File: src/rtl/line_clear_pkg.sv
// Shared geometry, FSM state encoding and score weights for line_clear.
package line_clear_pkg;

    localparam int unsigned BOARD_WIDTH_BLK  = 10;
    localparam int unsigned BOARD_HEIGHT_BLK = 20;
    localparam int unsigned BITS_Y_POS       = 5;
    localparam int unsigned BOARD_BITS       = BOARD_WIDTH_BLK * BOARD_HEIGHT_BLK;
    localparam int unsigned SCORE_W          = 16;

    typedef enum logic [1:0] {
        LC_IDLE  = 2'd0,
        LC_SCAN  = 2'd1,
        LC_SHIFT = 2'd2,
        LC_DONE  = 2'd3
    } lc_state_t;

    localparam logic [3:0] LC_WEIGHT_0   = 4'd0;
    localparam logic [3:0] LC_WEIGHT_1   = 4'd1;
    localparam logic [3:0] LC_WEIGHT_2   = 4'd3;
    localparam logic [3:0] LC_WEIGHT_3   = 4'd5;
    localparam logic [3:0] LC_WEIGHT_MAX = 4'd8;

    // Score weight for k cleared rows; four or more rows earn the maximum.
    function automatic logic [3:0] lc_weight(input logic [BITS_Y_POS-1:0] k);
        case (k)
            BITS_Y_POS'(0): lc_weight = LC_WEIGHT_0;
            BITS_Y_POS'(1): lc_weight = LC_WEIGHT_1;
            BITS_Y_POS'(2): lc_weight = LC_WEIGHT_2;
            BITS_Y_POS'(3): lc_weight = LC_WEIGHT_3;
            default:        lc_weight = LC_WEIGHT_MAX;
        endcase
    endfunction

endpackage

File: src/rtl/line_clear_row_full.sv
// Combinational test: is every cell of the selected board row set.
module line_clear_row_full
    import line_clear_pkg::*;
(
    input  logic [BOARD_BITS-1:0] i_board,
    input  logic [BITS_Y_POS-1:0] i_row,
    output logic                  o_full_c
);

    logic [BOARD_WIDTH_BLK-1:0] w_row;

    always_comb begin
        w_row    = BOARD_WIDTH_BLK'(i_board >> (32'(i_row) * BOARD_WIDTH_BLK));
        o_full_c = &w_row;
    end

endmodule

File: src/rtl/line_clear.sv
// Removes full rows from a stacked-block board, bottom row first, compacting downward.
// Optional cumulative score accumulator enabled by LINE_CLEAR_SCORE_EN.
module line_clear
    import line_clear_pkg::*;
(
    input  logic                  clk,
    input  logic                  rst,
    input  logic                  i_start,
    input  logic [BOARD_BITS-1:0] i_board_in,
    output logic [BOARD_BITS-1:0] o_board_out,
    output logic                  o_busy,
    output logic                  o_done,
    output logic [BITS_Y_POS-1:0] o_lines_cleared
`ifdef LINE_CLEAR_SCORE_EN
    ,
    output logic [SCORE_W-1:0]    o_score
`endif
);

    lc_state_t             r_state;
    logic [BOARD_BITS-1:0] r_board;
    logic [BITS_Y_POS-1:0] r_row;
    logic [BITS_Y_POS-1:0] r_count;
    logic                  w_row_full;

    line_clear_row_full u_row_full (
        .i_board  (r_board),
        .i_row    (r_row),
        .o_full_c (w_row_full)
    );

`ifdef LINE_CLEAR_SCORE_EN
    logic [SCORE_W:0] w_score_sum;
    assign w_score_sum = {1'b0, o_score} + (SCORE_W+1)'(lc_weight(r_count));
`endif

    // Outputs are published on the SCAN->DONE edge so they are valid during the DONE cycle.
    always_ff @(posedge clk) begin
        if (rst) begin
            r_state         <= LC_IDLE;
            r_board         <= '0;
            r_row           <= '0;
            r_count         <= '0;
            o_board_out     <= '0;
            o_busy          <= 1'b0;
            o_done          <= 1'b0;
            o_lines_cleared <= '0;
`ifdef LINE_CLEAR_SCORE_EN
            o_score         <= '0;
`endif
        end else begin
            case (r_state)
                LC_IDLE: begin
                    if (i_start) begin
                        r_board <= i_board_in;
                        r_row   <= BITS_Y_POS'(BOARD_HEIGHT_BLK - 1);
                        r_count <= '0;
                        o_busy  <= 1'b1;
                        r_state <= LC_SCAN;
                    end
                end
                LC_SCAN: begin
                    if (w_row_full) begin
                        r_state <= LC_SHIFT;
                    end else if (r_row == '0) begin
                        o_done          <= 1'b1;
                        o_board_out     <= r_board;
                        o_lines_cleared <= r_count;
`ifdef LINE_CLEAR_SCORE_EN
                        o_score         <= w_score_sum[SCORE_W] ? {SCORE_W{1'b1}}
                                                                : w_score_sum[SCORE_W-1:0];
`endif
                        r_state         <= LC_DONE;
                    end else begin
                        r_row <= r_row - 1'b1;
                    end
                end
                LC_SHIFT: begin
                    // Rows 1..r take the row above; row 0 refills empty. r is rescanned.
                    for (int unsigned y = 1; y < BOARD_HEIGHT_BLK; y++) begin
                        if (y <= 32'(r_row)) begin
                            r_board[y*BOARD_WIDTH_BLK +: BOARD_WIDTH_BLK] <=
                                r_board[(y-1)*BOARD_WIDTH_BLK +: BOARD_WIDTH_BLK];
                        end
                    end
                    r_board[0 +: BOARD_WIDTH_BLK] <= '0;
                    r_count <= r_count + 1'b1;
                    r_state <= LC_SCAN;
                end
                LC_DONE: begin
                    o_done  <= 1'b0;
                    o_busy  <= 1'b0;
                    r_state <= LC_IDLE;
                end
                default: r_state <= LC_IDLE;
            endcase
        end
    end

endmodule

File: config.mk
export PLATFORM = sky130hd
export DESIGN_NAME = line_clear
export DESIGN_NICKNAME = d
export VERILOG_FILES = /design/src/rtl/line_clear_pkg.sv /design/src/rtl/line_clear_row_full.sv /design/src/rtl/line_clear.sv
export SDC_FILE = /design/constraint.sdc
export NUM_CORES = 1
export LEC_CHECK = 0
export ABC_AREA = 0
export CAP_MARGIN = 5
export CORE_UTILIZATION = 45
export CTS_CLUSTER_DIAMETER = 40
export DETAILED_ROUTE_END_ITERATION = 6
export PLACE_DENSITY_LB_ADDON = 0.1
export SYNTH_ARGS = -nofsm -noshare
export SYNTH_HDL_FRONTEND = slang
export SYNTH_SLANG_ARGS = --single-unit
File: constraint.sdc
create_clock -name clk -period 3 [get_ports clk]
set_input_delay 0.6 -clock clk [delete_from_list [all_inputs] [get_ports clk]]
set_output_delay 0.6 -clock clk [all_outputs]
set_load 0.03 [all_outputs]
# ---- Yosys cells after proc, flatten, opt, wreduce, memory -nomap -nowiden
# Cells that the tools add are included.
dict set report word_totals {
  ff_bits 419
  input_bits 203
  output_inout_bits 207
  wordCells 146
}
dict set report op_classes {
  add_sub_neg 2
  mul 1
  n_lt_le_gt_ge 19
  n_eq_ne 27
  shift 1
  mux 36
  n_bitwise 1
  n_reduce_logical 32
}
# cell count
set ops {}
lappend ops {{one-hot mux 200 bit (2 select lines)} 1}
lappend ops {{2-to-1 mux 200 bit} 1}
lappend ops {{right shift 200 x 9 -> 10 bit} 1}
lappend ops {{2-to-1 mux 10 bit} 19}
lappend ops {{AND reduction 3 bit} 21}
lappend ops {{!= test 2 bit, second input constant} 23}
lappend ops {{less-or-equal comparator 4 x 5 -> 1 bit, first input constant} 8}
lappend ops {{less-or-equal comparator 3 x 5 -> 1 bit, first input constant} 4}
lappend ops {{less-or-equal comparator 5 bit, first input constant} 4}
lappend ops {{2-to-1 mux 5 bit} 4}
lappend ops {{one-hot mux 5 bit (2 select lines)} 2}
lappend ops {{less-or-equal comparator 2 x 5 -> 1 bit, first input constant} 2}
lappend ops {{AND reduction 10 bit} 1}
lappend ops {{multiplier 5 x 3 -> 8 bit, second input constant} 1}
lappend ops {{one-hot mux 2 bit (4 select lines)} 1}
lappend ops {{nonzero test 2 bit} 4}
lappend ops {{2-to-1 mux 2 bit} 3}
lappend ops {{AND reduction 2 bit} 3}
lappend ops {{adder 5 x 1 -> 5 bit, second input constant} 1}
lappend ops {{less-or-equal comparator 1 x 5 -> 1 bit, first input constant} 1}
lappend ops {{zero test 5 bit} 1}
lappend ops {{subtractor 5 x 1 -> 5 bit, second input constant} 1}
lappend ops {{== test 2 bit, second input constant} 2}
lappend ops {{one-hot mux 1 bit (2 select lines)} 2}
lappend ops {{6 further kinds} 8}

# ---- Depth between registers and ports, before layout
# Gate-level depths: netlist of run 1.
dict set report depth {
  depth_word 5
  ltp_mapped 14
  ltp_nobuf 8
}

# ---- Modules after synthesis
# From an unflattened synthesis of run 1, not the netlist that was laid out.
dict set report unflattened {
  cells_unflattened 2238
  hier_area_um2 17533.1
}
# mod instances cells_each area_per_inst_um2 seq_area_each_um2
set modules_own_cells {}
lappend modules_own_cells {line_clear 1 2093 16578.4 8388.0}
lappend modules_own_cells {line_clear_row_full 1 145 954.7 0.0}

# ---- Worst setup path before layout of run 1
# Ideal clock, no wire load.
dict set report synth_timing {
  kind {register to register}
  from {reg r_row[0]}
  to {reg r_row[3]}
  setup_time_ps 70
  t_arrival_ps 2491
  t_required_ps 2930
  slack_ps 439
  stages_incl_launch_ff 10
  path_buffers 3
  period_less_slack_ps 2561
  cell_sequence {dfxtp_1 -> buf_6 -> buf_12 -> mux4_2 -> a32o_1 -> o2111ai_2 -> o31ai_4 -> buf_6 -> or4_1 -> a21boi_1}
}
dict set report synth_between {
  elab_chain_len 5
  word_cells_on_any_way 11
  cone_classes {add/sub (1); mul (1); eq/ne (2); shift (1); mux (3); reduce/logical (3)}
}
# element line_no
set synth_rtl {}
lappend synth_rtl {{start, declared} line_clear.sv:22} ;# logic [BITS_Y_POS-1:0] r_row;
lappend synth_rtl {{start signal, assigned} line_clear.sv:56} ;# r_row <= BITS_Y_POS'(BOARD_HEIGHT_BLK - 1);
lappend synth_rtl {{start signal, assigned} line_clear.sv:75} ;# r_row <= r_row - 1'b1;
lappend synth_rtl {{multiplier 5 x 3 -> 8 bit} line_clear_row_full.sv:13} ;# w_row = BOARD_WIDTH_BLK'(i_board >> (32'(i_row) * BOARD_WIDTH_BLK));
lappend synth_rtl {{right shift 200 x 9 -> 10 bit} line_clear_row_full.sv:13}
lappend synth_rtl {{AND reduction 10 bit} line_clear_row_full.sv:14} ;# o_full_c = &w_row;
lappend synth_rtl {{!= test 2 bit (no source line)} -}
lappend synth_rtl {{AND reduction 4 bit (no source line)} -}
# Several ways; a longest one is shown, not always the timed one. The select of a mux whose other input is x is not followed.
# A chain may end at the register's enable or synchronous reset.

# ---- Final worst setup path of run 1
dict set report layout_timing {
  from {reg r_row[0]}
  to {reg r_row[4]}
}
# Same word-level chain as after synthesis.

==> results of run 1 <==
-- per-stage QoR --
step | area, sq um | util, % | setup WS, ns | hold slack, ns | setup TNS [ns]
6_report | 27000 | 65.5 | 0.0247 | 0.475 | 0
2_1_floorplan | 19000 | - | 0.439 | 0.447 | 0
3_5_place_dp | 24300 | 59.0 | -0.101 | 0.467 | -6.55
5_1_grt | 27000 | 65.5 | -0.0213 | 0.496 | -0.126
3_3_place_gp | 24300 | 59.0 | -0.0864 | 0.463 | -7.87
4_1_cts | 26400 | 64.2 | 0.00558 | 0.473 | 0
-- state kept, by name (all words and copies together), names as in the netlist --
name and count:
o_board_out 200, r_board 200, o_lines_cleared 5, r_count 5
r_row 5, r_state 2, o_busy 1, o_done 1
-- metal layers --
metal / share of wire [%] / vias to the layer above
li1: - / 9406
met2: 48 / 1030
met5: 0 / -
met3: 7.3 / 198
met4: 4.5 / 0
met1: 40 / 10100
-- path summary, 6_finish.rpt --
kind / startpoint / endpoint / slack [ns] / cells after the start
worst max-delay path: r_row[0] / r_row[4] / 0.02 / 11
worst max register to register: r_row[0] / r_row[4] / 0.02 / 11
worst min-delay path: o_board_out[22] / o_board_out[22] / 0.47 / 2
worst min register to register: o_board_out[22] / o_board_out[22] / 0.47 / 2
-- worst max-delay path, delay by kind of cell (launching register included) --
family                 cells  cell delay [ns]
AOI/OAI and AO/OA          6             1.54
buffers and inverters      3             0.56
muxes                      1             0.14
and+or+nand+nor            1             0.19
DFF                        1             0.46
-- timing repair --
| action | 4_1_cts | 5_1_grt |
|---|---|---|
| endpoints found under the setup margin | 195 | 201 |
| buffers inserted | 0 | 11 |
| gates resized for setup | 6 | 60 |
| pin swaps | 0 | 27 |
| cloned | 0 | 8 |
-- cells in the final DEF (no fill, tap or decap), types with 5 or more instances in the layout --
cell type and count:
a21oi_1 224, a221o_1 8, a22o_1 10, a22oi_1 16
a311oi_1 195, a31oi_1 7, buf_12 29, buf_4 145
buf_6 14, bufinv_16 6, clkbuf_1 9, clkbuf_16 70
clkbuf_8 7, clkdlybuf4s50_1 408, clkinv_4 5, clkinvlp_4 8
dfxtp_1 416, ha_1 6, inv_6 6, inv_8 7
mux2_2 14, mux2i_1 36, mux4_2 13, nand2_1 401
nand3_1 221, nor2_1 230, nor3_1 7, o21ai_0 107
o21ai_1 108, o221ai_2 5, o2bb2ai_1 6
-- kinds of logic (layout without fill, tap and decap cells) --
logic type | count (synthesis) | after routing | synth area share (%)
fa+ha+maj | 6 | 6 | 0.396
mux | 65 | 65 | 4.47
buf+inv | 261 | 727 | 6.53
simple gates | 883 | 883 | 19.3
compound gates | 733 | 733 | 25.1
other cells | 0 | 1 | 0
flops | 419 | 419 | 44.2
-- where the power goes --
part           internal [W]  switching [W]  total [W]
clock               0.00458        0.00280    0.00737
combinational       0.00157        0.00228    0.00386
sequential          0.00597       0.000601    0.00657
total                0.0121        0.00568     0.0178
-- cell type report --
type | count | area [sq um] | area share, %
inverters | 6 | 33.8 | 0.125
clock buffers | 79 | 1710 | 6.32
well taps | 532 | 666 | 2.46
flip-flops and latches | 419 | 8400 | 31.1
clock inverters | 33 | 412 | 1.52
multi-input cells | 1687 | 9570 | 35.4
repair buffers | 609 | 6210 | 23.0
diodes | 1 | 2.50 | 0.00927
==> metrics.txt, run 1 <==
Synth top cells by count 419 x dfxtp_1, 403 x nand2_1, 231 x nor2_1; CTS tree yes; crit path max-delay cell type dfxtp_4; Hold Path Class reg -> reg; Port Buffer Count around 410; Crit Path Max Fanout 10; first-pass GRT wire length 121000 um; critical path, cell by cell buf_6, mux2i_1, a22oi_2, nand3_2, o221ai_2, o2111ai_4, o31a_4, buf_4, clkbuf_16, a31o_2, a31oi_1; element type at the critical path start flip-flop; WP data required 3.53 ns; via count just over 20000; clk slew on worst S/H paths approximately 0.060 ns; layout cells sized above 1 13.5%; post-synthesis average cell area between 8 and 9 sq um; IR drop worst, VDD 0.442 mV; count of cell types in the netlist 65; final WL 81700 um; RSZ-0062 raised after global routing yes; fin crit period 2.98 ns; CP max stage delay 0.46 ns; total clock sinks 419; outcome complete, no violations; GRT Overall Usage 36.1%; met1 usage 46.8%; die height 207 um; Post-Place Cells 3234; Core ar. slightly above 0.04 sq mm; DRC viols 0; cell area after synthesis 0.0190 sq mm; Fin. Hold Viols 0; wire per inst 24.3 um; Rows 74; Nets 2993; Power Density 659 mW/mm^2; placer congestion estimate 0.999; Yosys top cell area share between 40% and 50%; Final Power 0.0178 W; Worst-Margin Slew 0.727 ns; Cells after Synth 2367; area leader, netlist dfxtp_1; Yosys warning total 0; Global Route met2 Usage between 50 and 60%; area delta synth->final 42.3%; maximum clock rate roughly 340 MHz; busiest grt layer met2; clock root cell clkbuf_16; Die X 207 um; arrival time at the worst endpoint 3.51 ns; Mapped Nets 2576; Final Skew 0.0198 ns; via/cell ratio 6.15; most frequent cell after synthesis dfxtp_1; Synth area leaders dfxtp_1 44%, a311oi_1 9.0%, nand2_1 8.0%; ys flop type dfxtp_1; vias in the first global route 19700; Final Non-Filler Cells 3366; Seq cells post-synth 419; Final ANT Viol Nets 0; Max Buffers Root-to-Sink 3; hold buffers post-CTS 0; initial antenna violation count 1; pin count of the biggest net entering global routing 96; Seq/Total Area, Yosys 44.2%; HPWL Detailed 58600 um; CP Capture Type flip-flop; clk_lat worst skew 0.62 ns; initial core utilization between 40% and 50%; CP Class reg -> reg; # setup viols final 0; fin crit share 99.2%; DR pass1 iterations 5; Post-synth EDFFs 0; Rel. slew slack between 50% and 60%; DIE AREA 0.0430 sq mm; Initial DRC Count 2027; routing usage on met3 4.96%; H-Tree Depth 2; ys async rst share 0%; filler cell count 3455; leak pwr approximately 9.6 nW; Max-Cap Viols 0; GRT overflow 0; IO Count 410; cts bufs inserted 61; final max-slew violation count 0
No activity file was read; power rests on OpenSTA's default activity.
==> run 2, diff against run 1 <==
--- a/config.mk
+++ b/config.mk
@@ -11,6 +11,7 @@
 export CTS_CLUSTER_DIAMETER = 40
 export DETAILED_ROUTE_END_ITERATION = 6
 export PLACE_DENSITY_LB_ADDON = 0.1
+export SLEW_MARGIN = 5
 export SYNTH_ARGS = -nofsm -noshare
 export SYNTH_HDL_FRONTEND = slang
 export SYNTH_SLANG_ARGS = --single-unit
==> results of run 2 <==
No change in the layout: final DEF, timing and power equal those of run 1.
==> run 3, diff against run 2 <==
--- a/config.mk
+++ b/config.mk
@@ -10,7 +10,8 @@
 export CORE_UTILIZATION = 45
 export CTS_CLUSTER_DIAMETER = 40
 export DETAILED_ROUTE_END_ITERATION = 6
-export PLACE_DENSITY_LB_ADDON = 0.1
+export DONT_BUFFER_PORTS = 1
+export PLACE_DENSITY = 0.69
 export SLEW_MARGIN = 5
 export SYNTH_ARGS = -nofsm -noshare
 export SYNTH_HDL_FRONTEND = slang
==> run 3 against run 2 <==
  * The flow now finishes with violations (slew limit)
  * Power fell by 6.1%
  * Sequential power rose by 2%
  * Routed wire length fell by 11%
  * Final area fell by 18%
  * Die area did not move
  * Via count fell by 10%
  * Final cell count fell by 14%
  * Sequential share of layout area rose by 6.8 points
  * Critical path type unchanged
  * Critical endpoint is now r_row[3]
==> metrics.txt, run 3 (same netlist as run 1, synthesis figures left out) <==
critical path, cell by cell buf_4, clkinv_1, buf_4, a311oi_1, o221ai_1, o211ai_2, o31ai_4, buf_4, clkbuf_16, or4_1, a21boi_2; TNS Setup 0 ns; fin crit share 99.1%; DRC viols 0; Power Density 755 mW/mm^2; Rel. slew slack -6.51%; cts bufs inserted 60; Worst-Margin Slew 1.60 ns; CP Capture Type flip-flop; Reg2Reg Depth 11; placer congestion estimate between 0.9 and 1; CP max stage delay slightly below 0.5 ns; Nets about 2500; DR pass1 iterations 6; total clock sinks about 420; Initial DRC Count 2194; RSZ-0062 raised after global routing yes; Most Frequent Cell on Critical Path buf_4; arrival time at the worst endpoint approximately 3.5 ns; via/cell ratio 6.45; element type at the critical path start flip-flop; pin count of the biggest net entering global routing roughly 420; GRT Overall Usage 31.9%; first-pass GRT wire length roughly 110000 um; pre-CTS WS -0.0880 ns; Final ANT Viol Nets 0; layout cells sized above 1 13.0%; H-Tree Depth 2; area delta synth->final 16.7%; Rows 74; HPWL Detailed between 40000 and 50000 um; r2r startpoint r_row[1]; crit path max-delay cell type or4_1; ANT cells 0; leak pwr 7.66 nW; initial core utilization between 40% and 50%; Max Buffers Root-to-Sink 3; CTS tree yes; Hold Path Class in -> reg; WP buf/inv 5; Worst Hold End o_board_out[165]; final max-slew violation count 83; hold_sp rst; initial antenna violation count 1; via count 18600; wire per inst 25.2 um; vias in the first global route 17100; IO Count ~400; outcome finished, violations left; WP data required 3.54 ns; clk slew on worst S/H paths approximately 0.060 ns; final worst slack between 0.02 and 0.03 ns; leading cell types in the layout, fill and taps excluded 416 x dfxtp_1, 401 x nand2_1, 231 x nor2_1; die height 207 um; Max-Cap Viols 0; DIE AREA 0.0430 sq mm; leading cell type in the layout, fill and taps excluded dfxtp_1; Worst R2R Setup Slack 0.03 ns; failing checks slew limit; IR drop worst, VDD 0.473 mV; fin crit period 2.97 ns; Largest regs o_board_out (200), r_board (200); Fin. Hold Viols 0; Port Buffer Count 0; final WL 72600 um; clk_lat worst skew 0.61 ns; FF-to-FF End r_row[3]; GRT overflow 0; CP Class reg -> reg; CP delay by family, top compound AO/OA/AOI/OAI gates; hold path cells 1; Core ar. 0.0412 sq mm; clock root cell clkbuf_16; maximum clock rate 337 MHz; # setup viols final 0; Crit Path Max Fanout 17; Die X between 200 and 250 um; Final Skew between 0.02 and 0.025 ns
-- run 3: changes by cell type in the layout (fill, tap and decap cells not counted), sizes merged --
| cell | change |
|---|---|
| clkbuf | -10 |
| clkinvlp | -4 |
| clkinv | +6 |
| diode | -1 |
| bufinv | -2 |
| clkdlybuf4s50 | -408 |
| buf | -74 |
| inv | +9 |
-- run 3: per-layer routing --
layer  part of all wire [%]  global-route usage, %  routed length, um
met3                    9.9                   7.19               7150
met5                  0.014                      0                 10
met4                    3.1                   10.9               2280
met1                     42                   43.3              30100
met2                     45                   49.8              33000
-- run 3: how the worst max path moves through the flow --
stage	from	to	slack, ns	cells past startpoint
floorplan	r_row[0]	r_row[3]	0.44	9
global placement	r_row[2]	o_board_out[24]	-0.09	11
detailed placement	r_row[2]	o_board_out[15]	-0.09	11
CTS	r_row[1]	r_row[3]	0.01	10
global route	r_row[1]	o_board_out[159]	-0.04	13
finish	r_row[1]	r_row[3]	0.03	11
-- run 3: layout make-up --
type	instances	area, sq um
sequential	419	8400
tap	532	666
fill	3796	19100
clock inverter	42	432
inverter	6	22.5
multi-input combinational	1687	9540
timing repair buffer	126	1490
clock buffer	70	1600
-- run 3: worst register-to-register path, stage by stage (launching register included) --
cell,delay [ns]
dfxtp_4,0.43
buf_4,0.27
clkinv_1,0.14
buf_4,0.20
a311oi_1,0.36
o221ai_1,0.26
o211ai_2,0.18
o31ai_4,0.11
buf_4,0.18
clkbuf_16,0.16
or4_1,0.49
a21boi_2,0.13
-- run 3: repair_timing --
action	4_1_cts	5_1_grt
endpoints found under the setup margin	208	209
buffers inserted	4	6
gates resized for setup	5	37
endpoints found under the hold margin	0	0
hold buffers	0	0
pin swaps	0	13
gates cloned	0	6
-- run 3: where the power goes --
group,switching [W],leakage [nW],internal [W]
Sequential,0.000744,3.42,0.00597
Clock,0.00282,1.00,0.00426
Combinational,0.00183,3.24,0.00108
Total,0.00540,7.66,0.0113
-- run 3: through the flow --
stage               cells  hold slack [ns]  total power [W]  instance area, sq um  utilization, %
floorplan            2367            0.447          0.00843                 19000               -
global placement     2754            0.471          0.00945                 19700            47.8
detailed placement   2754            0.471          0.00951                 19700            47.8
CTS                  2870           0.0520           0.0166                 21800            52.8
global route         2882           0.0445           0.0173                 22200            53.8
finish               2882           0.0618           0.0167                 22200            53.8
